## src/rtl/dff_bank_arbiter.sv

```systemverilog
// Round-robin arbiter and write sequencer for one shared WIDTH-bit register.
// N_REQ requesters compete to load q; a winner may hold the register for a bounded burst via lock.
module dff_bank_arbiter #(
  parameter  int N_REQ    = 4,
  parameter  int WIDTH    = 8,
  parameter  int MAX_LOCK = 8,
  localparam int PW       = $clog2(N_REQ),
  localparam int CW       = $clog2(MAX_LOCK + 1)
) (
  input  logic                     clk,
  input  logic                     rst,
  input  logic [N_REQ-1:0]         req,
  input  logic [N_REQ-1:0]         lock,
  input  logic [N_REQ*WIDTH-1:0]   wdata,
  output logic [N_REQ-1:0]         gnt,
  output logic [PW-1:0]            owner,
  output logic [WIDTH-1:0]         q,
  output logic                     q_valid,
  output logic                     busy
);

  // Handshake: req[i] is held until gnt[i] is seen; gnt[i] acknowledges the write of
  // wdata[i] on the same posedge that raised it, and stays high for every burst cycle.

  typedef enum logic [1:0] {
    S_IDLE,
    S_GRANT,
    S_LOCK
  } state_t;

  typedef struct packed {
    state_t           state;
    logic [PW-1:0]    ptr;
    logic [CW-1:0]    lock_cnt;
  } ctl_t;

  ctl_t ctl;

  logic [WIDTH-1:0] wd [N_REQ];
  logic [PW-1:0]    win;
  logic [PW-1:0]    ptr_next;
  logic [N_REQ-1:0] win_oh;
  logic             burst_go;

  always_comb begin
    for (int i = 0; i < N_REQ; i++) begin
      wd[i] = wdata[i*WIDTH +: WIDTH];
    end
  end

  // Scan from ptr upward; iterating downward lets the closest set bit overwrite the rest.
  always_comb begin
    int j;
    j   = 0;
    win = ctl.ptr;
    for (int k = N_REQ - 1; k >= 0; k--) begin
      j = int'(ctl.ptr) + k;
      if (j >= N_REQ) j = j - N_REQ;
      if (req[j]) win = PW'(j);
    end
  end

  always_comb begin
    win_oh      = '0;
    win_oh[win] = 1'b1;
    ptr_next    = (win == PW'(N_REQ - 1)) ? '0 : win + 1'b1;
    burst_go    = lock[owner] && (ctl.lock_cnt < CW'(MAX_LOCK));
  end

  always_ff @(posedge clk) begin
    if (rst) begin
      ctl.state    <= S_IDLE;
      ctl.ptr      <= '0;
      ctl.lock_cnt <= '0;
      gnt          <= '0;
      owner        <= '0;
      q            <= '0;
      q_valid      <= 1'b0;
      busy         <= 1'b0;
    end else begin
      case (ctl.state)
        S_IDLE: begin
          if (|req) begin
            gnt     <= win_oh;
            owner   <= win;
            q       <= wd[win];
            q_valid <= 1'b1;
            ctl.ptr <= ptr_next;
            busy    <= 1'b1;
            if (lock[win]) begin
              ctl.state    <= S_LOCK;
              ctl.lock_cnt <= CW'(1);
            end else begin
              ctl.state <= S_GRANT;
            end
          end
        end
        S_GRANT: begin
          gnt       <= '0;
          busy      <= 1'b0;
          ctl.state <= S_IDLE;
        end
        S_LOCK: begin
          if (burst_go) begin
            q            <= wd[owner];
            ctl.lock_cnt <= ctl.lock_cnt + 1'b1;
          end else begin
            gnt          <= '0;
            busy         <= 1'b0;
            ctl.lock_cnt <= '0;
            ctl.state    <= S_IDLE;
          end
        end
        default: begin
          gnt          <= '0;
          busy         <= 1'b0;
          ctl.lock_cnt <= '0;
          ctl.state    <= S_IDLE;
        end
      endcase
    end
  end

endmodule

```

## config.mk

```make
export PLATFORM = sky130hd
export DESIGN_NAME = dff_bank_arbiter
export DESIGN_NICKNAME = d
export VERILOG_FILES = /design/src/rtl/dff_bank_arbiter.sv
export SDC_FILE = /design/constraint.sdc
export NUM_CORES = 1
export LEC_CHECK = 0
export BUFFER_PORTS_ARGS = -buffer_cell sky130_fd_sc_hd__buf_2
export CAP_MARGIN = 20
export CORE_MARGIN = 2
export CORE_UTILIZATION = 49
export CTS_CLUSTER_DIAMETER = 120
export DETAILED_ROUTE_END_ITERATION = 16
export PLACE_DENSITY = 0.8
export SLEW_MARGIN = 20
export SYNTH_ARGS = -nofsm -noshare
export SYNTH_HDL_FRONTEND = slang
export SYNTH_SLANG_ARGS = --single-unit
```

## constraint.sdc

```tcl
create_clock -name clk -period 3.1 [get_ports clk]
set_clock_uncertainty 0.15 [all_clocks]
set_input_delay 0.155 -clock clk [delete_from_list [all_inputs] [get_ports clk]]
set_output_delay 0.155 -clock clk [all_outputs]
set_load 0.03 [all_outputs]
```

### After elaboration in Yosys (flattened, before gate mapping)

Cells that the tools add are included.

* register bits: 24
* latch bits: 0
* bits in writable memories: 0
* bits in read-only memories: 0
* input port bits: 42
* memories kept: 0

* add/sub/neg operators: 9
* $mul: 0
* divide/modulo/power cells: 0
* $lt $le $gt $ge: 14
* equal/unequal tests: 7
* shift operators: 0
* muxes and demuxes: 49
* bitwise gates (word level): 3
* reduce and logical (&&, ||, !) cells: 9

Operators with widths (number)
* 32-bit by 4-bit < comparator with 1-bit output, second input constant: 4
* 32-bit 2-to-1 mux: 4
* 8-bit 2-to-1 mux: 7
* 8-bit binary-select mux with 2-bit select: 2
* 4-bit 2-to-1 mux: 4
* 8-bit case mux with 2 select lines: 1
* 3-bit greater-or-equal comparator, second input constant: 5
* 2-bit 2-to-1 mux: 7
* 1-bit 2-to-1 mux: 13
* 1-bit binary-select mux with 2-bit select: 6
* 4-bit case mux with 3 select lines: 1
* 3-bit by 3-bit subtractor with 4-bit output, second input constant: 3
* 2-bit != test, second input constant: 4
* 4-bit case mux with 2 select lines: 1
* 2-bit by 2-bit adder with 3-bit output, second input constant: 2
* 2-bit by 3-bit < comparator with 1-bit output, second input constant: 2
* 2-bit NOT with 3-bit output: 2
* 3-bit AND reduction: 2
* 4-bit by 1-bit adder with 4-bit output, second input constant: 1
* 2-bit == test, second input constant: 2
* 4-bit < comparator, second input constant: 1
* 2-bit case mux with 2 select lines: 1
* 2-bit AND reduction: 2
* 4-bit OR reduction: 1
* 12 further kinds: 13

### Logic depth before layout (Yosys ltp)

* depth after elaboration: 16
* depth in mapped cells: 9

### Worst setup path before layout

No wires, ideal clock.

* path type: register -> register
* from: reg owner[0]
* to: reg ctl[2] in the netlist's numbering
* setup time: 0.120 ns
* arrival time: 2.180 ns
* setup slack: 0.650 ns
* cell stages (with the launch flop): 9
* path buffers: 2
* clock period less this slack: 2.450 ns
* cells stage by stage: dfxtp_1 buf_6 mux4_2 nor2b_1 and2_1 buf_6 nor2b_1 and3b_1 a211o_1

* cells in the longest elaborated chain, start to end: 5

Ends and longest elaborated chain
* from (decl): RTL line 16 `output logic [PW-1:0] owner,`
* from (signal assigned): RTL line 85 `owner <= win;`
* 1-bit binary-select mux with 2-bit select: RTL line 67 `burst_go = lock[owner] && (ctl.lock_cnt < CW'(MAX_LOCK));`
* 1-bit 2-to-1 mux (implied by the code): RTL line 67
* 1-bit logical AND: RTL line 67
* 4-bit 2-to-1 mux: RTL line 104 `if (burst_go) begin`
* 4-bit case mux with 3 select lines: RTL line 81 `case (ctl.state)`
* to (decl): RTL line 37 `ctl_t ctl;`

Every way passes these cells. The select of a mux whose other input is x is not followed.
A chain may end at the register's enable or synchronous reset.

### Final worst setup path

* from: reg ctl[5] in the netlist's numbering
* to: reg ctl[3] in the netlist's numbering

* cells in the longest elaborated chain, start to end: 14

Ends and longest elaborated chain
* 2-bit by 2-bit adder with 3-bit output: RTL line 57 `j = int'(ctl.ptr) + k;`
* 3-bit by 3-bit subtractor with 4-bit output or 3-bit greater-or-equal comparator (tied branches): RTL line 58 `if (j >= N_REQ) j = j - N_REQ;`
* 32-bit 2-to-1 mux: RTL line 58
* 1-bit binary-select mux with 2-bit select: RTL line 59 `if (req[j]) win = PW'(j);`
* 1-bit 2-to-1 mux (implied by the code) (2 in a row): RTL line 59
* 2-bit 2-to-1 mux (3 in a row): RTL line 59
* 2-bit 2-to-1 mux *: RTL line 59
* named net win[1]: RTL line 40 `logic [PW-1:0] win;`
* 1-bit binary-select mux with 2-bit select *: RTL line 90 `if (lock[win]) begin`
* 1-bit 2-to-1 mux (implied by the code) *: RTL line 90
* 2-bit != test (no line) *
* 3-bit AND reduction (no line) *

The timed path passes the listed nets; every way through them passes the cells marked *. The select of a mux whose other input is x is not followed.

==> flow_summary_export.csv <==
group,metric,value,unit
clock_tree,clock_latency,0.31,ns
pwr,seq_power_share,31.5,%
drt,drt_wl_total,3490,um
clock_tree,clk_path_buf_depth,2,
drt,drc,0,
global_route,grt_max_degree,18,
drt,wire_per_inst,13.8,um
die,coreArea,3030,um2
yosys,synth-simple-area-share,15.4,%
placement,dpl.hpwl,2790,um
finish,final_cell_mix,"buf_2 (57), dfxtp_1 (24), nor2_1 (17), nand2_1 (15)",
pwr,p_comb_share,57.7,%
yosys,synth_compound_area_share,18.1,%
clock_tree,h-tree-depth,1,
clock_tree,clk_pin_slew_worst_paths,0.14,ns
global_route,grt_usage,21.6,%
drt,vias,1385,
clock_tree,holdBufCountCts,0,
pwr,power.internal,0.858,mW
die,die_x,60.2,um
setup_path,start_kind,"flip-flop",
job,max_cap_violations,0,
yosys,synth_xor_area_share,0,%
sta,rsz0062_at_grt,"no",
setup_path,worstPathBufferInverterCount,1,
die,dieArea,3620,um2
yosys,yosys.area.top_type,"dfxtp_1",
setup_path,cp_max_fo,9,
placement,port_buffers,57,
die,ios,58,
sta,setup_viol,0,
yosys,yosysSeqAreaShare,31.0,%
drt,vias_per_cell,5.47,
sta,maxSlewHeadroom,33.1,%
yosys,ys_ff_latch,24,
yosys,synthAdderAreaFrac,4.04,%
finish,final_common_cell,"buf_2",
pwr,pwr-share-clk,10.8,%
pwr,switchingPower,0.694,mW
finish,diodes,0,
clock_tree,ctsResizeCount,0,
placement,placed_cell_area,1850,um2
pwr,powerDensity,823,nW/um2
pwr,irDropWorstVdd,0.000362,V
pwr,p_sw_share,44.7,%
yosys,async_flop_share,0,%
setup_path,crit_chain,"and3b_1 -> a2111oi_0 -> nor2_1 -> clkinv_2 -> mux4_2 -> a211oi_2 -> a22o_1",
setup_path,crit_type,"reg -> reg",
placement,place_congestion,0.772,
yosys,synth.top_cell.area_share,31.0,%
yosys,synthesis.area,1550,um2
status,status,"finished, final reports clean",
clock_tree,cts_sinks,24,
clock_tree,cts_buffers,3,
sta,final.min_clock_period,2.33,ns
clock_tree,cts_setup_buffers,0,
clock_tree,root_buffer,"clkbuf_4",
yosys,yosysWarnings,0,
setup_path,r2r_slack,0.77,ns
finish,area_growth,21.9,%
sta,max_slew.worst_pin.slew,0.996,ns
sta,fmax,430,MHz
yosys,synth_area_per_cell,10.1,um2
global_route,grt_pass1_vias,1363,
die,start_util,51.1,%
yosys,yosysUniqueCellTypes,34,
die,rows,20,
global_route,antenna_found_initial,0,
yosys,syn_nets,201,
finish,nNetsFinal,257,
drt,ant_nets,0,
finish,layout-drive-gt1-share,37.8,%
yosys,synth_area_leaders,"dfxtp_1 (31%), mux4_2 (19%), mux2i_1 (5.8%)",
yosys,synth_cells,154,
global_route,grt_pass1_wl,5860,um
sta,hold_slack,0.0362,ns
setup_path,end_kind,"flip-flop",
yosys,synth_edf_count,0,
yosys,synth_ff_type,"dfxtp_1",
drt,drtIter0Drc,65,
sta,finalCritPeriodShare,75.0,%
setup_path,max_stage_delay,0.37,ns
drt,drt_first_pass_iters,4,
setup_path,slowest_stage,"dfxtp_1",
finish,fin_area,1890,um2
clock_tree,cts_tree,"done",
setup_path,worstPathRequired,3.22,ns
sta,report.final.slew_viol_count,0,
yosys,synth_mux_area_share,26.4,%
setup_path,arrival,2.44,ns
global_route,grt_overflow_total,0,
sta,tns,0,ns
pwr,p_leak,0.857,nW
sta,final_hold_viol_count,0,
yosys,synth_top_family_by_area,"multiplexers",
setup_path,crit_family,"compound AO/OA/AOI/OAI gates",
finish,utilization,62.3,%
worst_hold_path,hold_class,"in -> reg",
die,die_y,60.2,um
[power groups by stage]
| stage | combinational, mW | sequential [mW] | clock, mW |
|---|---|---|---|
| finish | 0.897 | 0.489 | 0.167 |
| global route | 0.991 | 0.503 | 0.182 |
| CTS | 0.903 | 0.490 | 0.170 |
| detailed placement | 0.902 | 0.495 | 0 |
| global placement | 0.893 | 0.498 | 0 |
| floorplan | 0.578 | 0.619 | 0 |
[routing by layer]
| layer | vias to the layer above | global-route usage (%) | wire length [um] |
|---|---|---|---|
| li1 | 700 | - | - |
| met1 | 654 | 26.5 | 1510 |
| met2 | 29 | 38.4 | 1810 |
| met3 | 2 | 4.11 | 145 |
| met4 | 0 | 5.71 | 24 |
| met5 | - | 0 | 0 |
[logic make-up (layout without fill, tap and decap cells)]
group	Yosys count	after routing
muxes	23	23
buffers and inverters	13	68
adders and majority gates	5	5
AOI/OAI and AO/OA	38	38
and+or+nand+nor	51	51
DFF	24	24
[area by class of cell]
class	count	area [um2]
inverters	4	16.3
clock buffers	4	36.3
flip-flops and latches	24	480
multi-input cells	117	991
repair buffers	60	308
fillers	283	1140
well taps	44	55.1
[state kept, by name, summed over array words and instances (netlist names)]
| signal | flops |
|---|---|
| q | 8 |
| ctl | 8 |
| owner | 2 |
| gnt | 4 |
| q_valid | 1 |
| busy | 1 |
[metrics by stage]
step / power [mW] / std cells / setup WS [ns]
floorplan: 1.20 / 154 / 0.650
global placement: 1.39 / 249 / 0.903
detailed placement: 1.40 / 249 / 0.817
CTS: 1.56 / 253 / 0.777
global route: 1.68 / 253 / 0.625
finish: 1.55 / 253 / 0.774
[path summary, 6_finish.rpt]
check	endpoint	from	depth (start not counted)
setup / recovery	ctl[3]	ctl[5]	7
hold / removal	ctl[4]	rst	2
setup reg to reg	ctl[3]	ctl[5]	7
hold reg to reg	busy	busy	1
[Yosys cell counts (all sizes together) (2+ instances only)]
library cell	count
a21oi	13
a21o	2
nand2	15
mux2i	9
inv	3
nor2b	5
a32o	4
a22o	6
nor3	6
clkbuf	4
buf	5
a211oi	3
and3b	3
ha	5
nor2	17
dfxtp	24
a22oi	4
mux4	14
(Power assumes the default switching activity.)
